$ cat src/rtl/fetch_unit.sv
// fetch_unit: instruction fetch front end with a small prefetch queue.
// Ports: CLK/reset (sync, active-high); rom_req/rom_addr/rom_data ROM
//   read port (data one cycle after request); redirect_en/redirect_target
//   branch redirect; instr/instr_pc/instr_valid/instr_ready head-of-queue
//   handshake to the datapath; DONE sticky halt flag.
module fetch_unit #(
   parameter logic [15:0] RESET_PC = 16'h0000,
   parameter int          DEPTH    = 2,
   parameter logic [3:0]  HALT_OP  = 4'hF
) (
   input  logic        CLK,
   input  logic        reset,
   output logic        rom_req,
   output logic [15:0] rom_addr,
   input  logic [8:0]  rom_data,
   input  logic        redirect_en,
   input  logic [15:0] redirect_target,
   output logic [8:0]  instr,
   output logic [15:0] instr_pc,
   output logic        instr_valid,
   input  logic        instr_ready,
   output logic        DONE
);

   typedef enum logic {
      RUN    = 1'b0,
      HALTED = 1'b1
   } state_t;

   typedef struct packed {
      logic [8:0]  op;
      logic [15:0] pc;
   } entry_t;

   state_t      state;
   state_t      state_n;

   // Storage is sized for the largest legal DEPTH; only DEPTH slots are used.
   entry_t      q [4];
   entry_t      head_e;
   logic [1:0]  head;
   logic [1:0]  tail;
   logic [2:0]  count;

   logic [15:0] fetch_pc;
   logic        inflight;
   logic [15:0] inflight_pc;

   logic        running;
   logic        vld;
   logic        pop;
   logic        halt_pop;
   logic        redir;
   logic        flush;
   logic        issue;
   logic        wr_en;
   logic [3:0]  occ;

   function automatic logic [1:0] nxt(input logic [1:0] p);
      return (int'(p) == DEPTH - 1) ? 2'd0 : p + 2'd1;
   endfunction

   // ---------------- control ----------------
   always_comb begin
      running  = (state == RUN) & ~reset;
      head_e   = q[head];
      vld      = running & (count != 3'd0);
      pop      = vld & instr_ready;
      halt_pop = pop & (head_e.op[8:5] == HALT_OP);
      // Halt wins over a redirect in the same cycle.
      redir    = running & redirect_en & ~halt_pop;
      flush    = halt_pop | redir;
      // Slots already committed (queued + in flight) after this pop.
      occ      = {1'b0, count} + {3'b0, inflight} - {3'b0, pop};
      issue    = running & ~redirect_en & ~halt_pop
               & (int'(occ) < DEPTH);
      // Returning data is kept only if nothing flushes this cycle.
      wr_en    = inflight & running & ~flush;
   end

   // ---------------- FSM: state register ----------------
   always_ff @(posedge CLK) begin
      if (reset) begin
         state <= RUN;
      end else begin
         state <= state_n;
      end
   end

   // ---------------- FSM: next state ----------------
   always_comb begin
      state_n = state;
      unique case (state)
         RUN:    if (halt_pop) state_n = HALTED;
         HALTED: state_n = HALTED;
         default: state_n = RUN;
      endcase
   end

   // ---------------- FSM: outputs ----------------
   always_comb begin
      rom_req     = issue;
      rom_addr    = fetch_pc;
      instr_valid = vld;
      instr       = head_e.op;
      instr_pc    = head_e.pc;
      DONE        = (state == HALTED);
   end

   // ---------------- fetch pointer / queue bookkeeping ----------------
   always_ff @(posedge CLK) begin
      if (reset) begin
         fetch_pc    <= RESET_PC;
         head        <= 2'd0;
         tail        <= 2'd0;
         count       <= 3'd0;
         inflight    <= 1'b0;
         inflight_pc <= 16'h0000;
      end else if (flush) begin
         head     <= 2'd0;
         tail     <= 2'd0;
         count    <= 3'd0;
         inflight <= 1'b0;
         if (redir) fetch_pc <= redirect_target;
      end else begin
         if (wr_en) tail <= nxt(tail);
         if (pop)   head <= nxt(head);
         count    <= count + {2'b0, wr_en} - {2'b0, pop};
         inflight <= issue;
         if (issue) begin
            inflight_pc <= fetch_pc;
            fetch_pc    <= fetch_pc + 16'd1;
         end
      end
   end

   // ---------------- queue storage ----------------
   always_ff @(posedge CLK) begin
      if (wr_en) begin
         q[tail] <= '{op: rom_data, pc: inflight_pc};
      end
   end

   // The issue rule guarantees a free slot for every returning fetch.
   a_no_overflow : assert property (
      @(posedge CLK) disable iff (reset)
      (wr_en & ~pop) |-> (int'(count) < DEPTH)
   );

endmodule

$ cat config.mk
export PLATFORM = sky130hd
export DESIGN_NAME = fetch_unit
export DESIGN_NICKNAME = d
export VERILOG_FILES = /design/src/rtl/fetch_unit.sv
export SDC_FILE = /design/constraint.sdc
export NUM_CORES = 1
export LEC_CHECK = 0
export ABC_AREA = 1
export BUFFER_PORTS_ARGS = -buffer_cell sky130_fd_sc_hd__buf_2
export CAP_MARGIN = 20
export CORE_MARGIN = 2
export CORE_UTILIZATION = 58
export CTS_CLUSTER_DIAMETER = 100
export CTS_CLUSTER_SIZE = 25
export DETAILED_ROUTE_END_ITERATION = 8
export HOLD_SLACK_MARGIN = 0.02
export PLACE_DENSITY = 0.8
export RECOVER_POWER = 50
export SLEW_MARGIN = 25
export SYNTH_ARGS = -nofsm -noshare
export SYNTH_HDL_FRONTEND = slang
export SYNTH_SLANG_ARGS = --single-unit
$ cat constraint.sdc
create_clock -name CLK -period 3.91 [get_ports CLK]
set_input_delay 0.391 -clock CLK [delete_from_list [all_inputs] [get_ports CLK]]
set_output_delay 0.391 -clock CLK [all_outputs]
set_load 0.005 [all_outputs]
==> implementation parameters, run 1 <==
Parameter                              Value

Floorplanning
  Horizontal extent of the die    106 microns
  Die height    106 microns
  Top Ports    73
  Number of placement rows    37
  Core box area    10,300 sq um
  Area of the die    11,300 sq um
  Initial core utilization    0.593

Yosys
  Simple-Gate Fraction of Synth Area    0.191
  Syn nets    638
  Cell Area, Synth    6090 sq um
  Top cells by area, synth    edfxtp_1 (49%), dfxtp_1 (14%), nand2_1 (7.2%)
  Adder-Cell Fraction of Synth Area    0.0189
  Netlist cell types    28
  Leading post-synthesis cells by instance count    nand2_1 (117), edfxtp_1 (100), nor2_1 (84)
  Most common flop cell mapped by yosys    edfxtp_1
  Area leader, netlist    edfxtp_1
  Xor-xnor portion of the synthesized cell area    0.0158
  Async set-or-reset flop fraction in the synthesized netlist    0
  Share of synthesized area spent on multiplexers    0
  Flops & latches, synth    143
  Most frequent cell after synthesis    nand2_1
  Compound-gate portion of the synthesized area    0.0864
  Dominant combinational cell family by area after synthesis    simple AND/OR/NAND/NOR gates
  Share of Yosys cell area claimed by the top area cell type    0.493
  Number of synthesis warnings    0
  Average footprint of a synthesized cell    10.1 sq um
  Proportion of synthesized chip area in sequential cells    0.634
  Mapped Cells    601
  Number of enable flip-flop cells after synthesis    100

Final layout
  Final antenna diode count    0
  Non-Filler Instances    821
  Sequential cell area    3860 sq um
  Layout-stage area growth over the synthesis result    16.8%
  Final-layout fill cell count    789
  Count of nets after finishing    709
  Combined area of the multi-input logic cells    1910 sq um
  Layout cells sized above 1    0.143

Drt
  Via-per-instance ratio    5.41
  Initial DRT Pass Iterations    5
  DRC violations left    0
  Count of antenna-violating nets left after detailed routing    0
  Average detailed-routed wire length per instance    16.0 microns
  Drt initial violations    291
  Routed vias    4,445
  Routed wire length    13.2 mm

Place
  GP Congestion    0.887
  Cell count after placement    789
  Half-perimeter wire length of the detailed placement result    8.22 mm
  Dpl ws    771 ps
  Number of buffers inserted by port buffering    72

Clocking
  Worst-skew pair later-pin latency    510 ps
  Post-CTS Hold Fix Bufs    0
  Total number of clock tree sinks    143
  Number of instances resized during post-cts repair    0
  H-tree depth reported by CTS    4
  Maximum root-to-sink buffer count    2
  Number of buffers created by CTS    17
  Number of setup buffers added after CTS    0
  Clock root cell    clkbuf_8
  Clock tree from TritonCTS    done
  CTS clk-pin slew, worst paths    70 ps

Global routing
  Vias in the first global route    4,371
  Maximum number of pins on one net before global-route repair    43
  Number of antenna violations at the first check in global routing    0
  Total overflow reported by the global router    0
  Global Route Usage Sum    0.245
  Global-route wire length before repair    21.3 mm

Outcome
  Run status    finished clean

STA
  Remaining max-slew budget at the tightest pin    0.322
  Number of hold violations in the final report    0
  Unrepaired setup endpoints after global routing    no
  Fin Setup TNS    0 ps
  Slew at the pin closest to its max-slew limit    1020 ps
  Clock period minus worst slack    3490 ps
  Post-route worst setup slack    417 ps
  Max-slew violation count    0
  Final worst path period share    0.893
  Clock skew    9.22 ps
  Count of final setup violators    0
  Worst hold slack across all endpoints    138 ps
  Maximum operating frequency    286 MHz

Critical path
  Worst Setup Path Type    register to primary output
  Crit Path Max Fanout    17
  Critical Path End Type    primary output
  Flop2flop setup slack    760 ps
  Arrival time at the worst endpoint    3100 ps
  Sort of element at the start of the critical path    register
  CP Data Required Time    3520 ps

Power
  Pwr Density    521 nW/um^2
  Max VDD drop    0.261 mV
  Cell leakage power    2.72 nW
  Total power draw    3.71 mW

Flow run
  Max Cap Viol    0

Hold path
  Path category of the worst min-delay check    input pin to register
[layout by cell type, fill, tap and decap left out, types with 27 or more instances in the layout]
master / n
dfxtp_1: 43
buf_2: 41
edfxtp_1: 100
o21ai_0: 51
inv_1: 40
nand3_1: 39
clkbuf_1: 28
nor2_1: 81
nand2_1: 119
a21oi_1: 27
[per-layer routing]
layer  vias up  wire (microns)  global-route usage
li1       2188               -                   -
met1      2074            5590               0.315
met2       167            6500               0.409
met3        16             910              0.0533
met4         0             160              0.0900
met5         -               0                   0
[final timing paths]
kind              endpoint        start  cells after the start
hold / removal    q[2][17]  rom_data[1]                      1
setup / recovery   rom_req     count[1]                     13
setup reg to reg  count[1]     register                     13
hold reg to reg    head[1]      head[1]                      2
[kinds of logic after synthesis]
kind of cell	after synthesis
AND/OR/NAND/NOR	267
AO/OA/AOI/OAI	100
XOR/XNOR	11
buffers and inverters	72
adder cells (fa/ha/maj)	8
flip-flops	143
[flip-flops by register name (all words and copies together), names as in the netlist, named ones only]
register / flops
tail: 2
rom_addr: 16
inflight: 1
head: 2
DONE: 1
q: 100
count: 3
inflight_pc: 16
[worst max-delay path: stages, from the launching register on]
cell	delay, ps
dfxtp_1	330
inv_1	110
nand3_1	110
nand2_1	80
nor2_2	240
ha_1	300
nor2_1	140
fa_1	420
a21oi_1	120
o21ai_0	90
a21oi_1	210
nand3_4	110
inv_4	160
buf_2	150
[area by class of cell]
| class | count | share of cell area |
|---|---|---|
| inverters | 42 | 0.0225 |
| repair buffers | 82 | 0.0559 |
| well taps | 136 | 0.0239 |
| flip-flops and latches | 143 | 0.543 |
| multi-input cells | 386 | 0.268 |
| clock buffers | 17 | 0.0582 |
| clock inverters | 15 | 0.0292 |
[where the power goes]
part | internal (mW) | switching (mW)
Clock | 1.04 | 0.623
Combinational | 0.120 | 0.206
Sequential | 1.66 | 0.0555
[per-stage QoR]
stage | util | cell area (sq um)
after floorplan | - | 6090
after global placement | 0.637 | 6540
after detailed placement | 0.637 | 6540
after CTS | 0.697 | 7160
after global routing | 0.693 | 7120
final | 0.693 | 7120
Power figures use the tool's default switching activity.
==> run 2: changes to the inputs <==
- CORE_UTILIZATION: 58 -> 45
- CTS_BUF_LIST: not set -> sky130_fd_sc_hd__clkbuf_4
- PLACE_DENSITY: 0.8 -> not set
- REMOVE_ABC_BUFFERS: not set -> 1
==> run 2 against run 1 <==
Clock-buffer cell count is 4 higher. First-iteration DRC count rose by 22%. Critical path depth stayed put. Routed wire length is 0.33% lower. Power shrank 23%. Via count fell by 1.1%. Sequential power is essentially flat. Sequential cell count did not move. Non-clock buffer count increased by 2. Clock power shrank 52%. Utilization is 18 points lower. Setup slack gained 1.6 ps. Critical path type unchanged. Highest routed layer unchanged.
==> implementation parameters, run 2 (synthesis gave the netlist of run 1 again) <==
Parameter                              Value

Outcome
  Run status    finished clean (unchanged)

Clocking
  Clock root cell    clkbuf_4 (was clkbuf_8)
  CTS clk-pin slew, worst paths    120 ps (was 70 ps)
  Post-CTS Hold Fix Bufs    1 (was 0)
  Number of setup buffers added after CTS    0 (unchanged)
  Number of buffers created by CTS    17 (unchanged)
  Maximum root-to-sink buffer count    2 (unchanged)
  Total number of clock tree sinks    143 (unchanged)
  Clock tree from TritonCTS    done (unchanged)
  Worst-skew pair later-pin latency    530 ps (was 510 ps)
  Number of instances resized during post-cts repair    0 (unchanged)
  H-tree depth reported by CTS    4 (unchanged)

Critical path
  Critical Path End Type    primary output (unchanged)
  CP Data Required Time    3520 ps (about the same)
  Arrival time at the worst endpoint    3100 ps (about the same)
  Crit Path Max Fanout    17 (unchanged)
  Delay of the slowest cell on the worst path    440 ps (was 420 ps)
  Critical path startpoint    count[1] (unchanged)
  Critical Path Most Common Cell    a21oi_1 (unchanged)
  Count of cells along the worst register-to-register path    13 (unchanged)
  Sort of element at the start of the critical path    register (unchanged)
  Flop2flop setup slack    600 ps (was 760 ps)
  Worst Setup Path Type    register to primary output (unchanged)
  Delay-heaviest family, CP    adder cells (unchanged)
  Cells along the critical path    inv_1 > nand3_1 > nand2_1 > nor2_2 > ha_1 > nor2_1 > fa_1 > a21oi_1 > o21ai_0 > a21oi_1 > nand3_4 > inv_4 > buf_2 (unchanged)
  Max stage delay cell, worst path    fa_1 (unchanged)
  Capture point of the worst reg-to-reg path    count[2] (was count[1])
  Number of buffers and inverters on the critical path    3 (unchanged)

Global routing
  Most Crowded Layer GR    met2 (unchanged)
  Number of antenna violations at the first check in global routing    0 (unchanged)
  Maximum number of pins on one net before global-route repair    37 (was 43)
  Global-route wire length before repair    21.3 mm (about the same)
  Met3 Track Usage GR    0.0538 (was 0.0533)
  Total overflow reported by the global router    0 (unchanged)
  Met2 usage in global routing    0.300 (was 0.409)
  Fraction of met1 tracks used by global routing    0.257 (was 0.315)
  Global Route Usage Sum    0.191 (was 0.245)
  Vias in the first global route    4,287 (was 4,371)

Final layout
  Number of flip-flops in the largest register    100 (unchanged)
  Count of nets after finishing    711 (was 709)
  Reg with most FFs    q (unchanged)
  Commonest cells after routing, fill and taps aside    nand2_1 (119), edfxtp_1 (100), nor2_1 (81) (unchanged)
  Final core utilization    0.513 (was 0.693)
  Non-Filler Instances    863 (was 821)
  Layout-stage area growth over the synthesis result    11.4% (was 16.8%)
  Layout cells sized above 1    0.147 (was 0.143)
  Final antenna diode count    0 (unchanged)
  Post-layout instance area    6790 sq um (was 7120 sq um)
  Most common cell after layout, fill and taps aside    nand2_1 (unchanged)

Power
  Cell leakage power    2.59 nW (was 2.72 nW)
  Total power draw    2.85 mW (was 3.71 mW)
  Pwr Density    419 nW/um^2 (was 521 nW/um^2)
  Max VDD drop    0.169 mV (was 0.261 mV)

STA
  Clock period minus worst slack    3490 ps (about the same)
  Clock skew    19.6 ps (was 9.22 ps)
  Final worst path period share    0.893 (about the same)
  Maximum operating frequency    286 MHz (about the same)
  Worst hold slack across all endpoints    133 ps (was 138 ps)
  Slew at the pin closest to its max-slew limit    769 ps (was 1020 ps)
  Number of hold violations in the final report    0 (unchanged)
  Fin Setup TNS    0 ps (unchanged)
  Post-route worst setup slack    418 ps (was 417 ps)
  Unrepaired setup endpoints after global routing    no (unchanged)
  Remaining max-slew budget at the tightest pin    0.488 (was 0.322)
  Max-slew violation count    0 (unchanged)
  Count of final setup violators    0 (unchanged)

Drt
  Average detailed-routed wire length per instance    15.2 microns (was 16.0 microns)
  Via-per-instance ratio    5.10 (was 5.41)
  Routed vias    4,397 (was 4,445)
  Routed wire length    13.1 mm (was 13.2 mm)
  Initial DRT Pass Iterations    4 (was 5)
  Count of antenna-violating nets left after detailed routing    0 (unchanged)
  DRC violations left    0 (unchanged)
  Drt initial violations    355 (was 291)

Floorplanning
  Horizontal extent of the die    120 microns (was 106 microns)
  Initial core utilization    0.460 (was 0.593)
  Number of placement rows    42 (was 37)
  Area of the die    14,500 sq um (was 11,300 sq um)
  Core box area    13,200 sq um (was 10,300 sq um)
  Die height    120 microns (was 106 microns)
  Top Ports    73 (unchanged)

Hold path
  Path category of the worst min-delay check    input pin to register (unchanged)
  Worst Hold End    q[2][24] (was q[2][17])
  WHS Path Cells    1 (unchanged)
  Launch point of the worst hold path    rom_data[8] (was rom_data[1])

Place
  Half-perimeter wire length of the detailed placement result    8.37 mm (was 8.22 mm)
  GP Congestion    0.832 (was 0.887)
  Instance area at placement    6600 sq um (was 6540 sq um)
  Dpl ws    654 ps (was 771 ps)
  Number of buffers inserted by port buffering    72 (unchanged)
  Cell count after placement    830 (was 789)

Flow run
  Max Cap Viol    0 (unchanged)
[run 2: final cells by class]
cell class / count / area, sq um
fillers: 1240 / 6450
flip-flops and latches: 143 / 3860
multi-input cells: 386 / 1890
repair buffers: 84 / 419
well taps: 176 / 220
inverters: 42 / 160
clock buffers: 21 / 158
clock inverters: 11 / 76.3
[run 2: worst max-delay path by stage]
| stage | to | slack (ps) | cells past startpoint |
|---|---|---|---|
| after floorplan | q[1][0] | 90 | 10 |
| after global placement | rom_addr[7] | 810 | 16 |
| final | rom_req | 420 | 13 |
| after CTS | rom_req | 290 | 13 |
| after global routing | rom_req | 150 | 13 |
| after detailed placement | rom_addr[5] | 650 | 16 |
[run 2: power breakdown]
part           internal [mW]  switching [mW]  leakage (nW)
Combinational          0.121           0.206          1.15
Sequential              1.66          0.0520          1.30
Clock                  0.329           0.479         0.143
[run 2: per-layer routing]
layer,up-vias,share of wire
li1,2198,-
met5,-,0
met2,117,0.46
met4,0,0.0075
met1,2073,0.48
met3,9,0.052
==> run 3: changes to the inputs <==
- RECOVER_POWER: 50 -> not set
==> run 3 against run 2 <==
Global-route usage did not move. Sequential cell count unchanged. Clock-buffer cell count did not move. Sequential power about the same. Final cell count stayed put. Via count barely moved. Power grew 0.10%. Critical path type unchanged.
==> implementation parameters, run 3 (synthesis gave the netlist of run 1 again) <==
Parameter                              Value

Floorplanning
  Top Ports    73 (unchanged)
  Initial core utilization    0.460 (unchanged)
  Core box area    13,200 sq um (unchanged)
  Number of placement rows    42 (unchanged)
  Die height    120 microns (unchanged)
  Area of the die    14,500 sq um (unchanged)
  Horizontal extent of the die    120 microns (unchanged)

Clocking
  H-tree depth reported by CTS    4 (unchanged)
  Number of instances resized during post-cts repair    0 (unchanged)
  Number of setup buffers added after CTS    0 (unchanged)
  Clock tree from TritonCTS    done (unchanged)
  Total number of clock tree sinks    143 (unchanged)
  Worst-skew pair later-pin latency    520 ps (was 530 ps)
  Number of buffers created by CTS    17 (unchanged)
  Clock root cell    clkbuf_4 (unchanged)
  CTS clk-pin slew, worst paths    110 ps (was 120 ps)
  Maximum root-to-sink buffer count    2 (unchanged)

Critical path
  Critical Path Most Common Cell    a21oi_1 (unchanged)
  Cells along the critical path    inv_1 > nand3_1 > nand2_1 > nor2_2 > ha_1 > nor2_1 > fa_1 > a21oi_1 > o21ai_0 > a21oi_1 > nand3_4 > inv_4 > buf_2 (unchanged)
  Flop2flop setup slack    820 ps (was 600 ps)
  Arrival time at the worst endpoint    3130 ps (was 3100 ps)
  Count of cells along the worst register-to-register path    16 (was 13)
  Sort of element at the start of the critical path    register (unchanged)
  Delay-heaviest family, CP    adder cells (unchanged)
  CP Data Required Time    3520 ps (about the same)
  Critical Path End Type    primary output (unchanged)
  Number of buffers and inverters on the critical path    3 (unchanged)
  Crit Path Max Fanout    17 (unchanged)
  Worst Setup Path Type    register to primary output (unchanged)
  Max stage delay cell, worst path    fa_1 (unchanged)
  Delay of the slowest cell on the worst path    440 ps (about the same)
  Number of stages on the worst setup path    13 (unchanged)

Power
  Cell leakage power    2.67 nW (was 2.59 nW)
  Cell Int Power    2.11 mW (about the same)
  Switching share of total power    0.258 (was 0.259)
  Switching power    0.735 mW (was 0.737 mW)
  Max VDD drop    0.162 mV (was 0.169 mV)
  Flop pwr share    0.601 (about the same)
  Total power draw    2.85 mW (about the same)
  Part of the total power dissipated in combinational logic    0.117 (was 0.115)
  Pwr Density    416 nW/um^2 (was 419 nW/um^2)
  Portion of total power attributed to the clock network    0.282 (was 0.284)

STA
  Clock skew    18.7 ps (was 19.6 ps)
  Remaining max-slew budget at the tightest pin    0.735 (was 0.488)
  Maximum operating frequency    284 MHz (was 286 MHz)
  Count of final setup violators    0 (unchanged)
  Number of hold violations in the final report    0 (unchanged)
  Final worst path period share    0.901 (was 0.893)
  Unrepaired setup endpoints after global routing    no (unchanged)
  Slew at the pin closest to its max-slew limit    396 ps (was 769 ps)
  Fin Setup TNS    0 ps (unchanged)
  Clock period minus worst slack    3520 ps (was 3490 ps)
  Max-slew violation count    0 (unchanged)

Final layout
  Sequential cell area    3860 sq um (unchanged)
  Number of flip-flops in the largest register    100 (unchanged)
  Layout cells sized above 1    0.188 (was 0.147)
  Most common cell after layout, fill and taps aside    nand2_1 (unchanged)
  Layout-stage area growth over the synthesis result    12.3% (was 11.4%)
  Reg with most FFs    q (unchanged)
  Final-layout fill cell count    1,227 (was 1,240)
  Commonest cells after routing, fill and taps aside    nand2_1 (117), edfxtp_1 (100), nor2_1 (80) (was nand2_1 (119), edfxtp_1 (100), nor2_1 (81))
  Post-layout instance area    6840 sq um (was 6790 sq um)
  Combined area of the multi-input logic cells    1910 sq um (was 1890 sq um)
  Final core utilization    0.517 (was 0.513)
  Count of nets after finishing    711 (unchanged)
  Final antenna diode count    0 (unchanged)

Hold path
  WHS Path Cells    1 (unchanged)
  Path category of the worst min-delay check    input pin to register (unchanged)

Global routing
  Number of antenna violations at the first check in global routing    0 (unchanged)
  Global Route Usage Sum    0.191 (unchanged)
  Maximum number of pins on one net before global-route repair    37 (unchanged)
  Global-route wire length before repair    21.3 mm (unchanged)
  Total overflow reported by the global router    0 (unchanged)
  Vias in the first global route    4,287 (unchanged)

Place
  Instance area at placement    6600 sq um (unchanged)
  Number of buffers inserted by port buffering    72 (unchanged)
  Half-perimeter wire length of the detailed placement result    8.37 mm (unchanged)
  GP Congestion    0.832 (unchanged)

Drt
  Via-per-instance ratio    5.10 (about the same)
  DRC violations left    0 (unchanged)
  Routed wire length    13.1 mm (about the same)
  Routed vias    4,400 (was 4,397)
  Count of antenna-violating nets left after detailed routing    0 (unchanged)
  Average detailed-routed wire length per instance    15.2 microns (about the same)
  Initial DRT Pass Iterations    4 (unchanged)
  Drt initial violations    349 (was 355)

Flow run
  Max Cap Viol    0 (unchanged)

Outcome
  Run status    finished clean (unchanged)
## run 3: cell count changes in the layout (fill, tap and decap cells not counted), sizes merged
| cell | previous run | this run |
|---|---|---|
| clkbuf | 47 | 21 |
| buf | 57 | 83 |
## run 3: per-stage QoR
stage / worst slack (ps) / cells / hold slack (ps)
floorplan: 91.3 / 571 / 402
global placement: 813 / 830 / 414
detailed placement: 654 / 830 / 413
CTS: 295 / 863 / 27.0
global route: 112 / 863 / 30.7
finish: 388 / 863 / 84.0
## run 3: layout make-up
class	instances	area share
well taps	176	0.0322
clock buffers	21	0.0230
clock inverters	11	0.0112
multi-input cells	386	0.280
inverters	42	0.0234
repair buffers	84	0.0662
flip-flops and latches	143	0.565
## run 3: repair_timing
item                                    in CTS  in global routing
hold buffers                                 1                  0
hold endpoints to repair                     4                  0
endpoints found under the setup margin       0                  0
## run 3: path summary, 6_finish.rpt
check | start | to
setup reg to reg | count[1] | rom_addr[5]
hold / removal | rom_data[8] | q[2][24]
hold reg to reg | head[1] | head[1]
setup / recovery | count[1] | rom_req
## run 3: layer usage
metal  vias up  routed length, microns  track usage
met5         -                       0            0
met4         0                      98       0.0589
met3         9                     684       0.0538
met2       121                    6100        0.300
met1      2073                    6240        0.257
li1       2197                       -            -
## run 3: worst reg2reg max path, cell delays in order, from the launching register on
cell and delay (ps):
dfxtp_1 360, inv_1 120, nand3_1 100, nand2_1 80, nor2_2 210, ha_1 290, nor2_1 140, fa_1 440
a21oi_1 140, o21ai_0 100, a21oi_1 220, nand3_4 110, buf_4 270, nand2_4 150, inv_2 110, nor2_1 130
nor2_1 50
## run 3: power groups by stage
stage / Sequential [mW] / Combinational (mW) / Clock, mW
after floorplan: 1.73 / 0.208 / 0
after global placement: 1.75 / 0.327 / 0
after detailed placement: 1.75 / 0.336 / 0
after CTS: 1.71 / 0.338 / 0.835
after global routing: 1.72 / 0.382 / 0.893
final: 1.71 / 0.334 / 0.805
